<file path="src/rtl/prog_loader_pkg.sv">
// Shared definitions for the instruction-memory loader: opcode encodings
// and the loader state encoding. The CHECK state exists only when the
// PROG_LOADER_CHECKSUM_EN macro is defined.
package prog_loader_pkg;

  // Opcode occupies the top bit of every instruction word.
  localparam logic OP_LOAD = 1'b0;
  localparam logic OP_ADD  = 1'b1;

  // A NOP is "LOAD 0": opcode LOAD with all data bits zero, i.e. an all-zero word.
  localparam logic NOP_FILL_BIT = OP_LOAD;

`ifdef PROG_LOADER_CHECKSUM_EN
  typedef enum logic [2:0] {
    S_IDLE,
    S_LOAD,
    S_FILL,
    S_CHECK,
    S_RUN,
    S_ERROR
  } loader_state_t;
`else
  typedef enum logic [2:0] {
    S_IDLE,
    S_LOAD,
    S_FILL,
    S_RUN,
    S_ERROR
  } loader_state_t;
`endif

endpackage

</file>
<file path="src/rtl/prog_loader.sv">
// Writer side of the CPU instruction memory. Accepts a program as a
// valid/ready word stream, writes it into imem from address 0, pads the
// remaining slots with NOPs and then releases the CPU from reset.
// Optional feature macro: PROG_LOADER_CHECKSUM_EN -- a trailing checksum
// word (sum of all program words mod 2**INSN_W) must match before RUN.
module prog_loader
  import prog_loader_pkg::*;
#(
  parameter int ADDR_W = 2,
  parameter int INSN_W = 2
) (
  input  logic              clk,
  input  logic              reset,
  input  logic              start,
  input  logic              in_valid,
  output logic              in_ready,
  input  logic [INSN_W-1:0] in_data,
  input  logic              in_last,
  output logic              imem_we,
  output logic [ADDR_W-1:0] imem_addr,
  output logic [INSN_W-1:0] imem_data,
  output logic              cpu_reset,
  output logic              err
);

  localparam int                DEPTH    = 2 ** ADDR_W;
  localparam logic [ADDR_W:0]   LAST_PTR = (ADDR_W + 1)'(DEPTH - 1);
  localparam logic [ADDR_W:0]   PTR_ONE  = (ADDR_W + 1)'(1);
  localparam logic [INSN_W-1:0] NOP_WORD = {INSN_W{NOP_FILL_BIT}};

  loader_state_t   state;
  // One extra bit so the pointer can step past the last slot without
  // aliasing back to address 0.
  logic [ADDR_W:0] wptr;
  logic            accept;
  logic            at_last;
`ifdef PROG_LOADER_CHECKSUM_EN
  logic [INSN_W-1:0] csum;
`endif

  assign accept  = in_valid & in_ready;
  assign at_last = (wptr == LAST_PTR);

  // Loader FSM with all outputs registered.
  // NOTE: state and outputs use non-blocking assignments so every branch reads
  // the pre-edge values; blocking here would create order-dependent races.
  always_ff @(posedge clk) begin
    if (reset) begin
      state     <= S_IDLE;
      wptr      <= '0;
      in_ready  <= 1'b0;
      imem_we   <= 1'b0;
      imem_addr <= '0;
      imem_data <= '0;
      cpu_reset <= 1'b1;
      err       <= 1'b0;
`ifdef PROG_LOADER_CHECKSUM_EN
      csum      <= '0;
`endif
    end else begin
      // Write strobe is a single-cycle pulse unless a branch below re-arms it.
      imem_we <= 1'b0;
      case (state)
        S_IDLE, S_RUN, S_ERROR: begin
          if (start) begin
            state     <= S_LOAD;
            wptr      <= '0;
            in_ready  <= 1'b1;
            cpu_reset <= 1'b1;
            err       <= 1'b0;
`ifdef PROG_LOADER_CHECKSUM_EN
            csum      <= '0;
`endif
          end else if (state == S_RUN) begin
            // Release lands one cycle after the final imem write.
            cpu_reset <= 1'b0;
          end
        end

        S_LOAD: begin
          if (accept) begin
            imem_we   <= 1'b1;
            imem_addr <= wptr[ADDR_W-1:0];
            imem_data <= in_data;
            wptr      <= wptr + PTR_ONE;
`ifdef PROG_LOADER_CHECKSUM_EN
            csum      <= csum + in_data;
`endif
            if (in_last && !at_last) begin
              state    <= S_FILL;
              in_ready <= 1'b0;
            end else if (in_last) begin
`ifdef PROG_LOADER_CHECKSUM_EN
              state    <= S_CHECK;
`else
              state    <= S_RUN;
              in_ready <= 1'b0;
`endif
            end else if (at_last) begin
              // Program longer than imem: the word is still written, then stop.
              state    <= S_ERROR;
              in_ready <= 1'b0;
              err      <= 1'b1;
            end
          end
        end

        S_FILL: begin
          imem_we   <= 1'b1;
          imem_addr <= wptr[ADDR_W-1:0];
          imem_data <= NOP_WORD;
          wptr      <= wptr + PTR_ONE;
          if (at_last) begin
`ifdef PROG_LOADER_CHECKSUM_EN
            state    <= S_CHECK;
            in_ready <= 1'b1;
`else
            state    <= S_RUN;
`endif
          end
        end

`ifdef PROG_LOADER_CHECKSUM_EN
        S_CHECK: begin
          // The checksum word is compared only, never written to imem.
          if (accept) begin
            in_ready <= 1'b0;
            if (in_data == csum) begin
              state <= S_RUN;
            end else begin
              state <= S_ERROR;
              err   <= 1'b1;
            end
          end
        end
`endif

        default: begin
          state    <= S_IDLE;
          in_ready <= 1'b0;
        end
      endcase
    end
  end

endmodule

</file>
<file path="config.mk">
export PLATFORM = sky130hd
export DESIGN_NAME = prog_loader
export DESIGN_NICKNAME = d
export VERILOG_FILES = /design/src/rtl/prog_loader_pkg.sv /design/src/rtl/prog_loader.sv
export SDC_FILE = /design/constraint.sdc
export NUM_CORES = 1
export LEC_CHECK = 0
export ABC_AREA = 1
export ABC_CLOCK_PERIOD_IN_PS = 1800
export BUFFER_PORTS_ARGS = -buffer_cell sky130_fd_sc_hd__buf_2
export CAP_MARGIN = 30
export CORE_AREA = 2 2 41 43
export DETAILED_ROUTE_END_ITERATION = 8
export DIE_AREA = 0 0 43 45
export GPL_TIMING_DRIVEN = 0
export PLACE_DENSITY = 0.71
export SYNTH_ARGS = -nofsm -noshare
export SYNTH_HDL_FRONTEND = slang
export SYNTH_SLANG_ARGS = --single-unit
</file>
<file path="constraint.sdc">
create_clock -name clk -period 1.8 [get_ports clk]
set_input_delay 0.36 -clock clk [delete_from_list [all_inputs] [get_ports clk]]
set_output_delay 0.36 -clock clk [all_outputs]
set_load 0.02 [all_outputs]
</file>
Word level (Yosys, flattened, before mapping)
Cells that the tools add are included.
{ "classes": {"addsub": 1, "eq_ne": 12, "muxes": 30, "bitwise": 2, "n_reduce_logical": 14} }
{ "op_table": {"columns": ["op", "n"], "rows": [
  ["3-bit two-way mux", 8],
  ["3-bit one-hot mux with 3 select lines", 2],
  ["1-bit two-way mux", 13],
  ["2-bit != test (second input constant)", 6],
  ["3-bit by 2-bit equality test with 1-bit output (second input constant)", 3],
  ["2-bit one-hot mux with 2 select lines", 2],
  ["4-bit AND reduction", 2],
  ["6-bit AND reduction", 1],
  ["2-bit nonzero test", 3],
  ["2-bit two-way mux", 2],
  ["4-bit != test (second input constant)", 1],
  ["1-bit one-hot mux with 2 select lines", 2],
  ["2-bit AND reduction", 2],
  ["3-bit by 1-bit adder with 3-bit output (second input constant)", 1],
  ["3-bit by 1-bit equality test with 1-bit output (second input constant)", 1],
  ["3-bit equality test (second input constant)", 1],
  ["3-bit logical NOT", 1],
  ["1-bit one-hot mux with 3 select lines", 1],
  ["3-bit AND reduction", 1],
  ["3-bit nonzero test", 1],
  ["3-bit OR reduction", 1],
  ["1-bit bitwise AND", 1],
  ["1-bit logical AND", 1],
  ["1-bit logical NOT", 1],
  ["1-bit NOT", 1]
]} }
{ "totals": {"register_bits": 14, "in_bits": 7} }

Depth between registers and ports, before layout
Gate-level depths: netlist of run 1.
{ "depth": {"depth_word": 6, "mapped_depth": 9, "ltp_nobuf": 9} }

Worst setup path before layout of run 1
OpenSTA, ideal clock, no wires.
{ "synth_timing": {"path_type": "reg2reg", "from": "register wptr[0]", "to": "register in_ready", "setup_time_ps": 113, "arrival_time_ps": 1143, "required_time_ps": 1687, "setup_slack_ps": 544, "stages_incl_launch_ff": 9, "n_path_buf": 0, "synth_period_minus_slack_ps": 1256, "cell_sequence": "dfxtp_1 > ha_1 > ha_1 > inv_1 > nand4_1 > nand2_1 > nor2_1 > nor2_1 > nor2_1"} }
{ "synth_between": {"elab_chain_cells": 6} }
{ "synth_lines": {"columns": ["element", "line_no", "source"], "rows": [
  ["from (decl)", "prog_loader.sv:34", "logic [ADDR_W:0] wptr;"],
  ["from (signal assigned)", "prog_loader.sv:85", "wptr <= wptr + PTR_ONE;"],
  ["from (signal assigned)", "prog_loader.sv:112", "wptr <= wptr + PTR_ONE;"],
  ["3-bit by 2-bit equality test with 1-bit output *", "prog_loader.sv:42", "assign at_last = (wptr == LAST_PTR);"],
  ["1-bit logical NOT", "prog_loader.sv:89", "if (in_last && !at_last) begin"],
  ["1-bit logical AND", "prog_loader.sv:89", null],
  ["1-bit two-way mux", "prog_loader.sv:89", null],
  ["1-bit two-way mux", "prog_loader.sv:81", "if (accept) begin"],
  ["1-bit one-hot mux with 3 select lines", "prog_loader.sv:63", "case (state)"],
  ["to (signal assigned)", "prog_loader.sv:68", "in_ready <= 1'b1;"],
  ["to (signal assigned)", "prog_loader.sv:91", "in_ready <= 1'b0;"],
  ["to (signal assigned)", "prog_loader.sv:97", "in_ready <= 1'b0;"],
  ["to (decl)", "prog_loader.sv:16", "output logic in_ready,"]
]} }
Mark *: on every way between the ends. The rest lies on a longest branch, timed or not. The select of a mux whose other input is x is not followed.
A chain may end at the register's enable or synchronous reset.

Worst setup path after layout of run 1
{ "layout_timing": {"from": "register wptr[0]", "to": "register state[1]"} }
{ "layout_between": {"elab_chain_cells": 6} }
{ "layout_lines": {"columns": ["element", "line_no", "source"], "rows": [
  ["3-bit by 2-bit equality test with 1-bit output *", "prog_loader.sv:42", null],
  ["1-bit logical NOT", "prog_loader.sv:89", null],
  ["1-bit logical AND", "prog_loader.sv:89", null],
  ["3-bit two-way mux", "prog_loader.sv:89", null],
  ["3-bit two-way mux", "prog_loader.sv:81", null],
  ["3-bit one-hot mux with 3 select lines", "prog_loader.sv:63", null],
  ["to (signal assigned)", "prog_loader.sv:66", "state <= S_LOAD;"],
  ["to (signal assigned)", "prog_loader.sv:90", "state <= S_FILL;"],
  ["to (signal assigned)", "prog_loader.sv:96", "state <= S_RUN;"],
  ["to (decl)", "prog_loader.sv:31", "loader_state_t state;"]
]} }
Marked as above.

==> metrics.md, run 1 <==
| Metric | Value |
|---|---|
| Outcome | finished, final reports clean |
| DR WL/cell | 9.73 um |
| Worst skew pair latency | 280 ps |
| Total number of vias | 692 |
| CTS H-tree depth | 1 |
| Global-route usage over all layers | 0.164 |
| Largest area contributor in the netlist | dfxtp_1 |
| Distinct cells, synth | 15 |
| Starting Density | 0.498 |
| Final Hold Viols | 0 |
| Final worst-path cycle share | 0.780 |
| Sequential cell area | 280 um2 |
| Post-Layout Cell Count | 145 |
| Post-synth top area share | 0.382 |
| Remaining Overflow, GRT | 0 |
| Type of destination of the critical path | flip-flop |
| Minimum clock period | 1400 ps |
| CP startpoint | wptr[0]$_SDFFE_PP0P_ |
| Post-route DRC violation count | 0 |
| 1st-iter DRT viols | 29 |
| Antenna violations before repair | 0 |
| First drt pass iteration count | 4 |
| Pleak | 0.475 nW |
| Worst Path Required | 1980 ps |
| NumNets Final | 139 |
| End of the critical path | state[1]$_SDFFE_PP0P_ |
| Chip Width | 43 um |
| Post-CTS Setup Bufs | 0 |
| Post-synthesis register bit count | 14 |
| CTS tree | done |
| RSZ-0062 raised after global routing | no |
| Die ar. | 1940 um2 |
| Power per cell area | 1650 nW/um2 |
| Relative slew slack | 0.842 |
| CP Cell Sequence | ha_1 > ha_1 > inv_1 > nand4_1 > nand2_1 > nor2_1 > nand2_1 > nand2_1 > nor2_1 |
| Synthesized area | 733 um2 |
| Critical R2R Capture | state[1]$_SDFFE_PP0P_ |
| Critical R2R Launch | wptr[0]$_SDFFE_PP0P_ |
| Crit path largest cell delay | 370 ps |
| Fraction of layout instances using a drive strength above 1 | 0.202 |
| Stages on the worst setup path | 9 |
| CTS Hold Buffers Added | 0 |
| Placed cells | 141 |
| CTS root buf | clkbuf_4 |
| # diodes | 0 |
| Largest net degree at the start of global routing | 11 |
| Worst Path Arrival | 1590 ps |
| Clock Skews | 3.27 ps |
| Tightest Pin Transition | 237 ps |
| Yosys warning total | 0 |
| First-pass GRT wire length | 2.38 mm |
| Reg2reg setup slack | 400 ps |
| CP max-delay cell | dfxtp_1 |
| DRT Wirelength | 1.41 mm |
| CTS buffer count | 3 |
| Slew Limit Fails | 0 |
| Multi-input logic area | 379 um2 |
| Synth top area cells | dfxtp_1 38%, nand2_1 14%, nor2_1 13% |
| Final setup vio count | 0 |
| Worst path most repeated cell | nand2_1 |
| Synthesized Nets | 120 |
| Cell family with most CP delay | simple AND/OR/NAND/NOR gates |
| Clock transition at the registers of the reported paths | 90 ps |
| Vias/cell | 4.77 |
| Clk buf depth | 2 |
| Routability Congestion | 0.787 |
| Setup Crit Path Kind | flip-flop to flip-flop |
| Seq/Total Area, Yosys | 0.382 |
| I/O pin total | 15 |
| Syn-to-layout area delta | 17.2% |
| Crit path buf inv count | 1 |
| Worst min-delay path class | input port to flip-flop |
| Max Clock Freq | 712 MHz |
| Dpl hpwl | 1.09 mm |
| Core area | 1470 um2 |
| Total clock sinks | 14 |
| Row cnt | 14 |
| Post-route antenna net violation count | 0 |
| Max VDD drop | 0.796 mV |
| Die Ht | 45 um |
| FILL cells | 154 |
| Critical path peak fanout | 4 |
| Avg Cell Area, Syn | 6.61 um2 |
| Number of global-route vias before repair | 592 |
| Startpoint class of the critical path | flip-flop |
| Post-CTS sizing | 0 |
| Mapped Cells | 111 |
| Final TNS setup | 0 ps |
| Max cap viols | 0 |
| R2R cell count | 9 |
| PortBufs | 14 |
[cells in the mapped netlist (all sizes together)]
cell type   n
o21bai      2
o21ai       5
nor2       26
nand3       7
nand4       2
dfxtp      14
nand2      32
a21oi       4
inv        16
clkbuf      1
ha          2
[power breakdown]
| part | internal [mW] | total (mW) | switching (mW) |
|---|---|---|---|
| clock network | 0.123 | 0.228 | 0.105 |
| registers | 0.411 | 0.475 | 0.0638 |
| logic | 0.245 | 0.714 | 0.469 |
[stage by stage]
stage,utilization,total power [mW],worst slack [ps],area [um2],hold slack [ps]
6_report,0.584,1.42,396,860,262
5_1_grt,0.584,1.56,195,860,276
4_1_cts,0.584,1.43,412,860,262
3_5_place_dp,0.560,1.20,423,823,436
3_3_place_gp,0.560,1.18,437,823,432
2_1_floorplan,-,1.04,544,733,448
[cell type report]
type | count | area share
timing repair buffer | 14 | 0.0815
multi-input combinational | 80 | 0.441
tap | 16 | 0.0233
clock buffer | 4 | 0.0422
buffer | 1 | 0.0160
sequential | 14 | 0.326
inverter | 16 | 0.0699
[kinds of logic (layout without fill, tap and decap cells)]
family / Yosys count / after routing / share of synthesized area
AOI/OAI and AO/OA: 11 / 11 / 0.0973
adders and majority gates: 2 / 2 / 0.0341
buffers and inverters: 17 / 35 / 0.101
DFF: 14 / 14 / 0.382
and+or+nand+nor: 67 / 67 / 0.386
[how the worst min path moves through the flow]
stage / cells past startpoint / endpoint / from
2_1_floorplan: 2 / cpu_reset$_SDFFE_PP1P_ / reset
3_3_place_gp: 2 / cpu_reset$_SDFFE_PP1P_ / cpu_reset$_SDFFE_PP1P_
3_5_place_dp: 2 / cpu_reset$_SDFFE_PP1P_ / cpu_reset$_SDFFE_PP1P_
4_1_cts: 3 / cpu_reset$_SDFFE_PP1P_ / reset
5_1_grt: 3 / cpu_reset$_SDFFE_PP1P_ / reset
6_report: 3 / cpu_reset$_SDFFE_PP1P_ / reset
[flip-flops by register name, summed over array words and instances, names as in the netlist]
register	cells
imem_we	1
imem_addr	2
state	3
imem_data	2
wptr	3
err	1
cpu_reset	1
in_ready	1
[routing by layer]
layer | GRT usage | routed length [um] | up-vias
met5 | 0 | 0 | -
met4 | 0.0727 | 13 | 0
met3 | 0.0360 | 84 | 2
met2 | 0.261 | 614 | 23
met1 | 0.216 | 698 | 288
li1 | - | - | 379
[placed cells by master (no fill, tap or decap), types with 3 or more instances in the layout]
cell type,netlist,layout
o21ai_0,4,4
inv_1,15,15
nand2_2,4,4
nand2_1,28,28
dfxtp_1,14,14
clkbuf_4,0,3
nor2_1,25,25
buf_2,0,14
nand3_1,7,7
a21oi_1,4,4
[worst min-delay path, delay by kind of cell]
kind | cells | cell delay [ps]
compound gates | 1 | 30
buf+inv | 1 | 90
simple gates | 1 | 40
(Power assumes the default switching activity.)
==> inputs of run 2 (changes only) <==
--- a/config.mk
+++ b/config.mk
@@ -6,7 +6,7 @@
 export NUM_CORES = 1
 export LEC_CHECK = 0
 export ABC_AREA = 1
-export ABC_CLOCK_PERIOD_IN_PS = 1800
+export ABC_CLOCK_PERIOD_IN_PS = 1400
 export BUFFER_PORTS_ARGS = -buffer_cell sky130_fd_sc_hd__buf_2
 export CAP_MARGIN = 30
 export CORE_AREA = 2 2 41 43
==> constraint.sdc (replaced) <==
create_clock -name clk -period 1.4 [get_ports clk]
set_input_delay 0.28 -clock clk [delete_from_list [all_inputs] [get_ports clk]]
set_output_delay 0.28 -clock clk [all_outputs]
set_load 0.02 [all_outputs]
==> run 2 against run 1 <==
Net effect: total power rose by 34%; final area is 4.5% higher; die area unchanged; count of clock-buffer cells in the layout unchanged; sequential power rose by 32%; clock skew is 2.2 ps higher; maximum frequency up 6.9%; critical path depth decreased by 1; critical path type unchanged; critical endpoint unchanged; largest cell class unchanged; largest power group unchanged.
==> metrics.md, run 2 (synthesis gave the netlist of run 1 again) <==
| Metric | Value |
|---|---|
| Outcome | finished, final reports clean |
| R2R cell count | 8 |
| Final Hold Viols | 0 |
| Hold Crit Depth | 3 |
| Relative slew slack | 0.852 |
| Tightest Pin Transition | 221 ps |
| Crit path largest cell delay | 350 ps |
| Core area | 1470 um2 |
| Clock power frac | 0.154 |
| Minimum clock period | 1310 ps |
| 1st-iter DRT viols | 12 |
| Clk buf depth | 2 |
| Final worst slack | 86.7 ps |
| Final worst-path cycle share | 0.938 |
| DR WL/cell | 10.6 um |
| Antenna violations before repair | 0 |
| Post-route DRC violation count | 0 |
| FILL cells | 152 |
| Most frequent cells in the layout | 27 x nand2_1, 22 x nor2_1, 14 x inv_1, 14 x buf_2, 11 x dfxtp_1 |
| Remaining Overflow, GRT | 0 |
| Global-route usage over all layers | 0.164 |
| Vias/cell | 4.79 |
| Number of global-route vias before repair | 592 |
| Max Clock Freq | 761 MHz |
| Largest regs | state: 3 flops, wptr: 3 flops |
| CTS tree | done |
| Setup Crit Path Kind | flip-flop to flip-flop |
| CP max-delay cell | dfxtp_2 |
| Most common cell after layout, fill and taps aside | nand2_1 |
| Cell family with most CP delay | simple AND/OR/NAND/NOR gates |
| Total clock sinks | 14 |
| Post-route antenna net violation count | 0 |
| RSZ-0062 raised after global routing | yes |
| Row cnt | 14 |
| Final TNS setup | 0 ps |
| PortBufs | 14 |
| CP Cell Sequence | ha_4 > ha_4 > inv_2 > nand4_1 > nand2_2 > nor2_2 > nor2_1 > nor2_1 |
| Starting Density | 0.498 |
| Sw frac | 0.454 |
| Power per cell area | 2120 nW/um2 |
| Dpl hpwl | 1.09 mm |
| CTS root buf | clkbuf_4 |
| Worst min-delay path class | input port to flip-flop |
| First drt pass iteration count | 4 |
| Max VDD drop | 0.980 mV |
| Fraction of layout instances using a drive strength above 1 | 0.279 |
| Stages on the worst setup path | 8 |
| Max cap viols | 0 |
| CTS H-tree depth | 1 |
| Clock transition at the registers of the reported paths | 90 ps |
| Clock Skews | 5.50 ps |
| Pleak | 0.474 nW |
| Finished Core Util | 0.611 |
| Critical path peak fanout | 4 |
| # diodes | 0 |
| Post-CTS Setup Bufs | 0 |
| Sw Pwr | 0.863 mW |
| Slew Limit Fails | 0 |
| Startpoint class of the critical path | flip-flop |
| Crit path buf inv count | 1 |
| Chip Width | 43 um |
| First-pass GRT wire length | 2.38 mm |
| NumNets Final | 139 |
| Die ar. | 1940 um2 |
| Tot Pwr | 1.90 mW |
| Logic pwr share | 0.515 |
| Worst Path Required | 1580 ps |
| Largest net degree at the start of global routing | 11 |
| Die Ht | 45 um |
| Routability Congestion | 0.787 |
| Final setup vio count | 0 |
| Sequential share of power | 0.330 |
| CTS buffer count | 3 |
| Worst skew pair latency | 280 ps |
| Setup WS pre-CTS | 22.9 ps |
| Worst Path Arrival | 1490 ps |
| Total number of vias | 695 |
| DRT Wirelength | 1.54 mm |
| Type of destination of the critical path | flip-flop |
| Int Power | 1.04 mW |
| I/O pin total | 15 |
| Syn-to-layout area delta | 22.5% |
run 2: cell counts in the layout (fill, tap and decap cells not counted):
No cell type changed its count.
run 2: worst paths after layout:
check                          from                      to  slack (ps)
max            wptr[0]$_SDFFE_PP0P_   state[1]$_SDFFE_PP0P_          90
min                           reset  cpu_reset$_SDFFE_PP1P_         180
max reg2reg    wptr[0]$_SDFFE_PP0P_   state[1]$_SDFFE_PP0P_          90
min reg2reg  cpu_reset$_SDFFE_PP1P_  cpu_reset$_SDFFE_PP1P_         460
run 2: final cells by class:
class	count	area [um2]	share of cell area
Clock buffer	4	36.3	0.0404
Timing Repair Buffer	14	70.1	0.0780
Multi-Input combinational cell	80	414	0.461
Buffer	1	13.8	0.0153
Sequential cell	14	284	0.316
Tap cell	16	20.0	0.0223
Inverter	16	60.1	0.0669
run 2: through the flow:
stage	cells	hold WS (ps)	area (um2)
4_1_cts	145	182	860
2_1_floorplan	111	368	733
5_1_grt	145	196	898
6_report	145	181	898
3_3_place_gp	141	432	823
3_5_place_dp	141	436	823
run 2: power by group through the flow:
stage / clock network [mW] / logic [mW] / registers (mW)
finish: 0.294 / 0.980 / 0.628
CTS: 0.300 / 0.921 / 0.613
detailed placement: 0 / 0.918 / 0.621
floorplan: 0 / 0.632 / 0.700
global route: 0.312 / 1.11 / 0.649
global placement: 0 / 0.898 / 0.616
run 2: tightest hold or removal path: stages:
cell     delay (ps)
buf_2            90
a21oi_1          30
nand2_1          40
run 2: repair_timing:
item,CTS,global route
resized for setup,0,12
hold buffers,0,0
endpoints found under the setup margin,0,8
run 2: metal layers:
metal  up-vias  routed length [um]  track usage
met5         -                   0            0
met4         0                  13       0.0727
met3         2                  74       0.0360
met2        19                 703        0.261
met1       292                 744        0.216
li1        382                   -            -
==> inputs of run 3 (changes only) <==
--- a/config.mk
+++ b/config.mk
@@ -6,14 +6,15 @@
 export NUM_CORES = 1
 export LEC_CHECK = 0
 export ABC_AREA = 1
-export ABC_CLOCK_PERIOD_IN_PS = 1400
+export ABC_CLOCK_PERIOD_IN_PS = 1100
 export BUFFER_PORTS_ARGS = -buffer_cell sky130_fd_sc_hd__buf_2
 export CAP_MARGIN = 30
-export CORE_AREA = 2 2 41 43
+export CORE_AREA = 2 2 43 45
 export DETAILED_ROUTE_END_ITERATION = 8
-export DIE_AREA = 0 0 43 45
+export DIE_AREA = 0 0 45 47
 export GPL_TIMING_DRIVEN = 0
-export PLACE_DENSITY = 0.71
+export PLACE_DENSITY = 0.68
+export REMOVE_ABC_BUFFERS = 1
 export SYNTH_ARGS = -nofsm -noshare
 export SYNTH_HDL_FRONTEND = slang
 export SYNTH_SLANG_ARGS = --single-unit
==> constraint.sdc (replaced) <==
create_clock -name clk -period 1.1 [get_ports clk]
set_input_delay 0.22 -clock clk [delete_from_list [all_inputs] [get_ports clk]]
set_output_delay 0.22 -clock clk [all_outputs]
set_load 0.02 [all_outputs]
==> run 3 against run 2 <==
Net effect: the flow now finishes with violations (negative setup slack); critical path type unchanged; maximum frequency rose by 2.1%; critical path depth rose by 1; cell count rose by 5.5%; final area rose by 13%.
==> metrics.md, run 3 (synthesis gave the netlist of run 1 again) <==
| Metric | Value |
|---|---|
| Worst skew pair latency | 280 ps |
| Dpl hpwl | 1.11 mm |
| Setup Crit Path Kind | flip-flop to flip-flop |
| Die ar. | 2120 um2 |
| Final setup vio count | 12 |
| Pleak | 0.515 nW |
| Sw Pwr | 1.23 mW |
| # diodes | 0 |
| CTS H-tree depth | 1 |
| R2R cell count | 9 |
| Total number of vias | 747 |
| Outcome | complete, but fails checks |
| CP startpoint | wptr[1]$_SDFFE_PP0P_ |
| PortBufs | 14 |
| Startpoint class of the critical path | flip-flop |
| CTS buffer count | 3 |
| Critical path peak fanout | 4 |
| Clk buf depth | 2 |
| DR WL/cell | 11.3 um |
| Final worst slack | -186 ps |
| Max Clock Freq | 778 MHz |
| Relative slew slack | 0.722 |
| Sw frac | 0.448 |
| Slew Limit Fails | 0 |
| Final Hold Viols | 0 |
| Logic pwr share | 0.557 |
| Row cnt | 15 |
| Post-route antenna net violation count | 0 |
| Minimum clock period | 1290 ps |
| Final worst-path cycle share | 1.17 |
| Clock Skews | 2.93 ps |
| Global-route usage over all layers | 0.188 |
| Core area | 1650 um2 |
| Max cap viols | 0 |
| 1st-iter DRT viols | 10 |
| Setup WS pre-CTS | -283 ps |
| First-pass GRT wire length | 2.83 mm |
| Syn-to-layout area delta | 38.1% |
| Tot Pwr | 2.74 mW |
| Worst Path Arrival | 1510 ps |
| Number of global-route vias before repair | 663 |
| Clock power frac | 0.137 |
| Int Power | 1.51 mW |
| Tightest Pin Transition | 416 ps |
| Max VDD drop | 1.28 mV |
| Fraction of layout instances using a drive strength above 1 | 0.419 |
| Power per cell area | 2710 nW/um2 |
| RSZ-0062 raised after global routing | yes |
| Violated checks | negative setup slack |
| CTS Hold Buffers Added | 0 |
| Post-route DRC violation count | 0 |
| Worst Path Required | 1320 ps |
| Largest net degree at the start of global routing | 14 |
| Clock transition at the registers of the reported paths | 90 ps |
| Starting Density | 0.444 |
| Type of destination of the critical path | flip-flop |
| Most frequent cells in the layout | 25 x nand2_1, 19 x nor2_1, 14 x buf_2 |
| I/O pin total | 15 |
| Vias/cell | 4.88 |
| Total clock sinks | 14 |
| Chip Width | 45 um |
| Sequential share of power | 0.307 |
| Min-delay src | reset |
| Hold Crit Depth | 3 |
| Most common cell after layout, fill and taps aside | nand2_1 |
| CTS tree | done |
| Worst min-delay path class | input port to flip-flop |
| DRT Wirelength | 1.73 mm |
| Antenna violations before repair | 0 |
| NumNets Final | 146 |
| First drt pass iteration count | 4 |
| CTS root buf | clkbuf_4 |
| Critical R2R Launch | wptr[1]$_SDFFE_PP0P_ |
| Largest regs | state: 3 flops, wptr: 3 flops |
| Die Ht | 47 um |
| Routability Congestion | 0.789 |
| Remaining Overflow, GRT | 0 |
## run 3: critical path: stages (launching register included)
cell and delay [ps]:
dfxtp_2 350, ha_4 160, ha_4 160, inv_2 50, nand4_1 130, nand2_2 150
nor2_2 60, nand2_1 50, nand2_1 40, nor2_1 80
## run 3: layout make-up
type | instances | area [um2]
Inverter | 16 | 65.1
Fill cell | 157 | 639
Multi-Input combinational cell | 80 | 464
Timing Repair Buffer | 22 | 134
Sequential cell | 14 | 292
Clock buffer | 4 | 36.3
Tap cell | 17 | 21.3
## run 3: power by group through the flow
stage	clock network (mW)	registers [mW]	logic, mW
final	0.376	0.840	1.53
after CTS	0.382	0.810	1.28
after floorplan	0	0.891	0.799
after detailed placement	0	0.791	1.16
after global routing	0.413	0.871	1.73
after global placement	0	0.783	1.14
## run 3: path summary, 6_finish.rpt
| check | endpoint | slack, ps |
|---|---|---|
| worst min-delay path | cpu_reset$_SDFFE_PP1P_ | 130 |
| worst min register to register | cpu_reset$_SDFFE_PP1P_ | 460 |
| worst max-delay path | state[1]$_SDFFE_PP0P_ | -190 |
| worst max register to register | state[1]$_SDFFE_PP0P_ | -190 |
## run 3: metal layers
layer / vias up / GRT usage / wire length (um)
met5: - / 0 / 0
met3: 7 / 0.0385 / 62
met1: 334 / 0.220 / 745
met4: 0 / 0.100 / 48
li1: 392 / - / -
met2: 14 / 0.323 / 877
## run 3: metrics by stage
stage	area [um2]	util	TNS [ps]	hold WS, ps	std cells
finish	1010	0.613	-1140	133	153
global placement	811	0.491	-2130	411	141
global route	1010	0.613	-2210	129	153
CTS	921	0.558	-1340	130	148
floorplan	719	-	-917	308	110
detailed placement	811	0.491	-2320	423	141
## run 3: timing repair
item	in CTS	in global routing
resized for setup	16	21
setup buffers	3	5
pin swaps	6	12
endpoints found under the setup margin	13	13
